[src/rtl/enigma_pkg.sv]
// Shared types for the rotor stepping controller: position type, packed rotor triple and FSM state.
// Default alphabet size and the home position are also defined here.
package enigma_pkg;

    localparam int LETTERS_DEF = 26;

    typedef logic [6:0] pos_t;

    // r1 occupies the low bits so the packing matches cfg_pos_i / dp_pos_o.
    typedef struct packed {
        pos_t r3;
        pos_t r2;
        pos_t r1;
    } rotor_pos_t;

    typedef enum logic [1:0] {
        IDLE  = 2'd0,
        STEP  = 2'd1,
        ISSUE = 2'd2,
        WAIT  = 2'd3
    } step_state_e;

    localparam rotor_pos_t POS_HOME = '{r3: 7'd1, r2: 7'd1, r1: 7'd1};

    function automatic logic pos_ok(input pos_t p, input pos_t last);
        return (p != '0) && (p <= last);
    endfunction

endpackage

[src/rtl/enigma_pos_inc.sv]
// Single-rotor wrap increment: LETTERS goes to 1, otherwise +1; out-of-range inputs also land on 1.
// Purely combinational, zero latency, no handshake.
module enigma_pos_inc
    import enigma_pkg::*;
#(
    parameter int LETTERS = LETTERS_DEF
) (
    input  pos_t pos_i,
    input  logic step_i,
    output pos_t pos_o
);

    localparam pos_t LAST = pos_t'(LETTERS);

    always_comb begin
        pos_o = pos_i;
        if (step_i) begin
            if ((pos_i >= LAST) || (pos_i == '0)) begin
                pos_o = pos_t'(1);
            end else begin
                pos_o = pos_i + pos_t'(1);
            end
        end
    end

endmodule

[src/rtl/enigma_step_ctrl.sv]
// Rotor step controller: accepts a symbol, steps rotors, issues one strobe DP_LAT+2 cycles of busy.
// in_rdy_o low outside IDLE and while cfg_val_i is high; STEP_CTRL_DOUBLE_STEP_EN enables the middle-rotor double step.
module enigma_step_ctrl
    import enigma_pkg::*;
#(
    parameter int LETTERS  = LETTERS_DEF,
    parameter int NOTCH_R1 = 17,
    parameter int NOTCH_R2 = 5,
    parameter int DP_LAT   = 5
) (
    input  logic        clk_i,
    input  logic        rst_n_i,
    input  logic        cfg_val_i,
    input  logic [20:0] cfg_pos_i,
    input  logic        in_val_i,
    output logic        in_rdy_o,
    input  logic [6:0]  in_symb_i,
    output logic        dp_val_o,
    output logic [6:0]  dp_symb_o,
    output logic [20:0] dp_pos_o,
    output logic        busy_o,
    output logic        cfg_err_o
);

    localparam pos_t       LAST_P   = pos_t'(LETTERS);
    localparam pos_t       NOTCH1_P = pos_t'(NOTCH_R1);
    localparam pos_t       NOTCH2_P = pos_t'(NOTCH_R2);
    localparam logic [3:0] LAT_P    = 4'(DP_LAT);

    step_state_e state_q, state_d;
    rotor_pos_t  pos_q, pos_d;
    rotor_pos_t  dp_pos_q, dp_pos_d;
    pos_t        symb_q, symb_d;
    pos_t        dp_symb_q, dp_symb_d;
    logic [3:0]  cnt_q, cnt_d;
    logic        dp_val_q, dp_val_d;
    logic        cfg_err_q, cfg_err_d;

    rotor_pos_t  cfg_pos;
    rotor_pos_t  cfg_clean;
    rotor_pos_t  pos_step;
    logic        cfg_bad;
    logic        r2_step;
    logic        r3_step;

    assign cfg_pos = rotor_pos_t'(cfg_pos_i);

    always_comb begin
        cfg_clean.r1 = pos_ok(cfg_pos.r1, LAST_P) ? cfg_pos.r1 : pos_t'(1);
        cfg_clean.r2 = pos_ok(cfg_pos.r2, LAST_P) ? cfg_pos.r2 : pos_t'(1);
        cfg_clean.r3 = pos_ok(cfg_pos.r3, LAST_P) ? cfg_pos.r3 : pos_t'(1);
        cfg_bad      = !pos_ok(cfg_pos.r1, LAST_P) || !pos_ok(cfg_pos.r2, LAST_P)
                    || !pos_ok(cfg_pos.r3, LAST_P);
    end

    // The slow rotor advances only when the middle rotor actually leaves its notch,
    // which in odometer mode additionally needs the fast rotor to carry.
`ifdef STEP_CTRL_DOUBLE_STEP_EN
    assign r2_step = (pos_q.r1 == NOTCH1_P) || (pos_q.r2 == NOTCH2_P);
    assign r3_step = (pos_q.r2 == NOTCH2_P);
`else
    assign r2_step = (pos_q.r1 == NOTCH1_P);
    assign r3_step = r2_step && (pos_q.r2 == NOTCH2_P);
`endif

    enigma_pos_inc #(.LETTERS(LETTERS)) u_inc_r1 (
        .pos_i  (pos_q.r1),
        .step_i (1'b1),
        .pos_o  (pos_step.r1)
    );

    enigma_pos_inc #(.LETTERS(LETTERS)) u_inc_r2 (
        .pos_i  (pos_q.r2),
        .step_i (r2_step),
        .pos_o  (pos_step.r2)
    );

    enigma_pos_inc #(.LETTERS(LETTERS)) u_inc_r3 (
        .pos_i  (pos_q.r3),
        .step_i (r3_step),
        .pos_o  (pos_step.r3)
    );

    // Configuration has priority over a symbol offered in the same IDLE cycle.
    assign in_rdy_o = (state_q == IDLE) && !cfg_val_i;

    always_comb begin
        state_d   = state_q;
        pos_d     = pos_q;
        dp_pos_d  = dp_pos_q;
        symb_d    = symb_q;
        dp_symb_d = dp_symb_q;
        cnt_d     = cnt_q;
        dp_val_d  = 1'b0;
        cfg_err_d = cfg_err_q;

        case (state_q)
            IDLE: begin
                if (cfg_val_i) begin
                    pos_d = cfg_clean;
                    if (cfg_bad) begin
                        cfg_err_d = 1'b1;
                    end
                end else if (in_val_i) begin
                    symb_d  = in_symb_i;
                    state_d = STEP;
                end
            end
            STEP: begin
                pos_d     = pos_step;
                dp_pos_d  = pos_step;
                dp_symb_d = symb_q;
                dp_val_d  = 1'b1;
                state_d   = ISSUE;
            end
            ISSUE: begin
                cnt_d   = LAT_P;
                state_d = WAIT;
            end
            WAIT: begin
                cnt_d = cnt_q - 4'd1;
                if (cnt_q <= 4'd1) begin
                    cnt_d   = '0;
                    state_d = IDLE;
                end
            end
            default: begin
                state_d = IDLE;
            end
        endcase
    end

    always_ff @(posedge clk_i or negedge rst_n_i) begin
        if (!rst_n_i) begin
            state_q   <= IDLE;
            pos_q     <= POS_HOME;
            dp_pos_q  <= POS_HOME;
            symb_q    <= '0;
            dp_symb_q <= '0;
            cnt_q     <= '0;
            dp_val_q  <= 1'b0;
            cfg_err_q <= 1'b0;
        end else begin
            state_q   <= state_d;
            pos_q     <= pos_d;
            dp_pos_q  <= dp_pos_d;
            symb_q    <= symb_d;
            dp_symb_q <= dp_symb_d;
            cnt_q     <= cnt_d;
            dp_val_q  <= dp_val_d;
            cfg_err_q <= cfg_err_d;
        end
    end

    assign dp_val_o  = dp_val_q;
    assign dp_symb_o = dp_symb_q;
    assign dp_pos_o  = dp_pos_q;
    assign busy_o    = (state_q != IDLE);
    assign cfg_err_o = cfg_err_q;

endmodule

[config.mk]
export PLATFORM = sky130hd
export DESIGN_NAME = enigma_step_ctrl
export DESIGN_NICKNAME = d
export VERILOG_FILES = /design/src/rtl/enigma_pkg.sv /design/src/rtl/enigma_pos_inc.sv /design/src/rtl/enigma_step_ctrl.sv
export SDC_FILE = /design/constraint.sdc
export NUM_CORES = 1
export LEC_CHECK = 0
export ABC_CLOCK_PERIOD_IN_PS = 2800
export CORE_AREA = 5 5 87 89
export CTS_CLUSTER_DIAMETER = 50
export DETAILED_ROUTE_END_ITERATION = 8
export DIE_AREA = 0 0 92 94
export PLACE_DENSITY = 0.78
export SYNTH_ARGS = -nofsm -noshare
export SYNTH_HDL_FRONTEND = slang
export SYNTH_SLANG_ARGS = --single-unit
[constraint.sdc]
create_clock -name clk_i -period 2.8 [get_ports clk_i]
set_clock_uncertainty 0.05 [all_clocks]
set_input_delay 0.42 -clock clk_i [delete_from_list [all_inputs] [get_ports clk_i]]
set_output_delay 0.42 -clock clk_i [all_outputs]
set_load 0.03 [all_outputs]
==> results.yml <==
final_layout:
  area_growth_pct: 26.9
  diodes: 0
  layout_commonest_cell: "clkdlybuf4s50_1"
  final_cell_mix: "61 x clkdlybuf4s50_1, 58 x dfrtp_1, 21 x inv_1, 19 x nand2_1"
  final_util_pct: 64.0
  design_area_um2: 4270
  nNetsFinal: 438
  layout-drive-gt1-share_pct: 12.9
worst_setup_path:
  cpPeakStageDelay_ps: 570
  critPathArrivalTime_ps: 2920
  critPathMaxFanout: 11
  reg2reg_depth: 7
  crit_buf_inv: 1
  cp_slowest_cell: "dfstp_2"
  cpLargestDelayFamily: "simple AND/OR/NAND/NOR gates"
  critPathKind: "flop to flop"
  cp-end-kind: "flop"
  path_depth: 7
  startpoint_type: "flop"
  cp.required_ps: 3030
  worstPathCellList: "inv_1 > ha_1 > o311a_1 > or4_4 > a21o_1 > or4_1 > nand4_1"
sta:
  fin_crit_ps: 2690
  tightestPinTransition_ps: 839
  timing.hold.ws_ps: 69.1
  grt_setup_unrepaired: "no"
  slew_headroom_pct: 43.7
  fmax_mhz: 372
  setup_violations: 0
  fin_ws_ps: 114
  finalHoldViolCount: 0
  slew_viol_final: 0
  tns_ps: 0
  finalCritPeriodShare_pct: 95.9
detailed_routing:
  ant_nets: 0
  first_iter_violations: 118
  route.detailed.drc: 0
  wl_per_cell_um: 16.5
  vias_per_cell: 5.81
  num_vias: 2752
  firstDrtPassIters: 4
  wirelength_mm: 7.82
logic_synthesis:
  synth.avg_cell_area_um2: 10.4
  synth_top_area_share_pct: 43.1
  syn_nets: 373
  synth_flop_cell: "dfrtp_1"
  yosys.area.top_type: "dfrtp_1"
  synth.area.top_cells: "dfrtp_1 43%, ha_1 6.3%, mux2_2 5.0%"
  yosys_warnings: 0
  yosysUniqueCellTypes: 59
  synth-edff-count: 0
  seq_area_frac_synth_pct: 47.8
  synth_area_um2: 3370
  syn_inst: 324
  ys_seq_elements: 64
  synthArstFlopShare_pct: 100
global_route:
  overflow: 0
  grt_pass1_wl_mm: 13.1
  grt_pass1_vias: 2696
  grt_max_degree: 37
  antenna_found_initial: 0
  grt_usage_pct: 19.2
clock_network:
  worstSkewPairLatency_ps: 340
  cts_hold_buf: 0
  htree_levels: 3
  cts_resized: 0
  cts_sinks: 64
  cts_tree: "yes"
  root_buffer: "clkbuf_8"
  clock_path_buffers: 2
  cts_setup_buffers: 0
  clk_pin_slew_ps: 80
  cts_buffers: 9
power:
  switchingPower_w: 0.00186
  powerDensity_nw_per_um2: 1020
  internal_power_w: 0.00252
  p_leak_nw: 1.82
  p_clk_share_pct: 16.4
  switching_share_pct: 42.4
  combPwrFrac_pct: 47.8
  ir_worst_vdd_uv: 497
  seq_power_share_pct: 35.8
outcome:
  status: "complete, no violations"
floorplan:
  die-area_um2: 8650
  ios: 64
  die_w_um: 92
  core_um2: 6680
  start_util_pct: 50.4
  die_h_um: 94
  rows: 30
place:
  place_area_um2: 4090
  dp_hpwl_mm: 5.82
  pre_cts_slack_ps: 142
  port_buffers: 63
  gp_congestion: 0.888
run:
  drv_cap: 0
worst_hold_path:
  hp-class: "input port to async pin"
## per-layer routing
layer	vias to the layer above	global-route usage [%]	part of all wire, %
li1	1332	-	-
met2	75	32.1	50
met3	15	2.88	4.0
met5	-	0	0
met1	1330	24.7	43
met4	0	9.03	2.4
## registers in the layout, indices dropped and copies added, names as in the netlist
signal	cells
cfg_err_o	1
cnt_q	4
dp_pos_o	21
dp_symb_o	7
dp_val_o	1
pos_q	21
state_q	2
symb_q	7
## metrics by stage
stage          power, W  cells
2_1_floorplan   0.00295    324
3_3_place_gp    0.00360    458
3_5_place_dp    0.00368    458
4_1_cts         0.00440    474
5_1_grt         0.00469    474
6_report        0.00438    474
## logic make-up (layout without fill, tap and decap cells)
kind of cell,count (synthesis),in the layout,share of synthesized area (%)
buffers and inverters,38,108,4.46
DFF,64,64,47.8
AOI/OAI and AO/OA,83,83,17.7
muxes,18,18,5.91
and+or+nand+nor,98,98,16.2
adders and majority gates,17,17,6.32
xor gates and xnor gates,6,6,1.56
## layout make-up
cell class | count | area (um2)
timing repair buffer | 70 | 693
clock inverter | 6 | 42.5
sequential | 64 | 1610
inverter | 22 | 82.6
tap | 80 | 100
clock buffer | 10 | 138
multi-input combinational | 222 | 1610
fill | 557 | 2410
## power by group through the flow
stage | sequential (W) | clock, W | combinational, W
finish | 0.00157 | 0.000719 | 0.00209
global route | 0.00162 | 0.000777 | 0.00229
CTS | 0.00156 | 0.000730 | 0.00210
detailed placement | 0.00158 | 0 | 0.00209
global placement | 0.00156 | 0 | 0.00204
floorplan | 0.00176 | 0 | 0.00118
## synth_stat cells, types with 2 or more instances
master      n
dfrtp_1    58
inv_1      21
nand2_1    19
ha_1       17
nor2_1     17
a21oi_1    16
mux2_2     15
clkbuf_1   13
o21ai_0     9
nand3_1     8
nor3_1      8
o2bb2ai_1   8
a31oi_1     7
nand4_1     7
a22o_1      6
dfstp_2     6
nor4b_1     6
and2_1      5
nor2b_1     5
xnor2_1     5
nor4_1      4
o211ai_1    4
o221ai_1    4
or4_1       4
mux2i_1     3
nand2b_1    3
o22ai_1     3
a211o_1     2
a21o_1      2
a221oi_1    2
buf_1       2
nand3b_1    2
o21a_1      2
o21ai_1     2
o311a_1     2
o311ai_0    2
or2_2       2
or3_1       2
## final timing paths
check | start | to | slack (ps)
setup / recovery | pos_q[7] | pos_q[11] | 110
hold / removal | rst_n_i | dp_pos_o[13] | 70
setup reg to reg | pos_q[7] | pos_q[11] | 110
hold reg to reg | dp_pos_o[19] | dp_pos_o[19] | 440
max in group asynchronous | rst_n_i | dp_pos_o[14] | 1930
min in group clk_i | dp_pos_o[19] | dp_pos_o[19] | 440
Note: power is estimated with default switching activity, not from simulation.
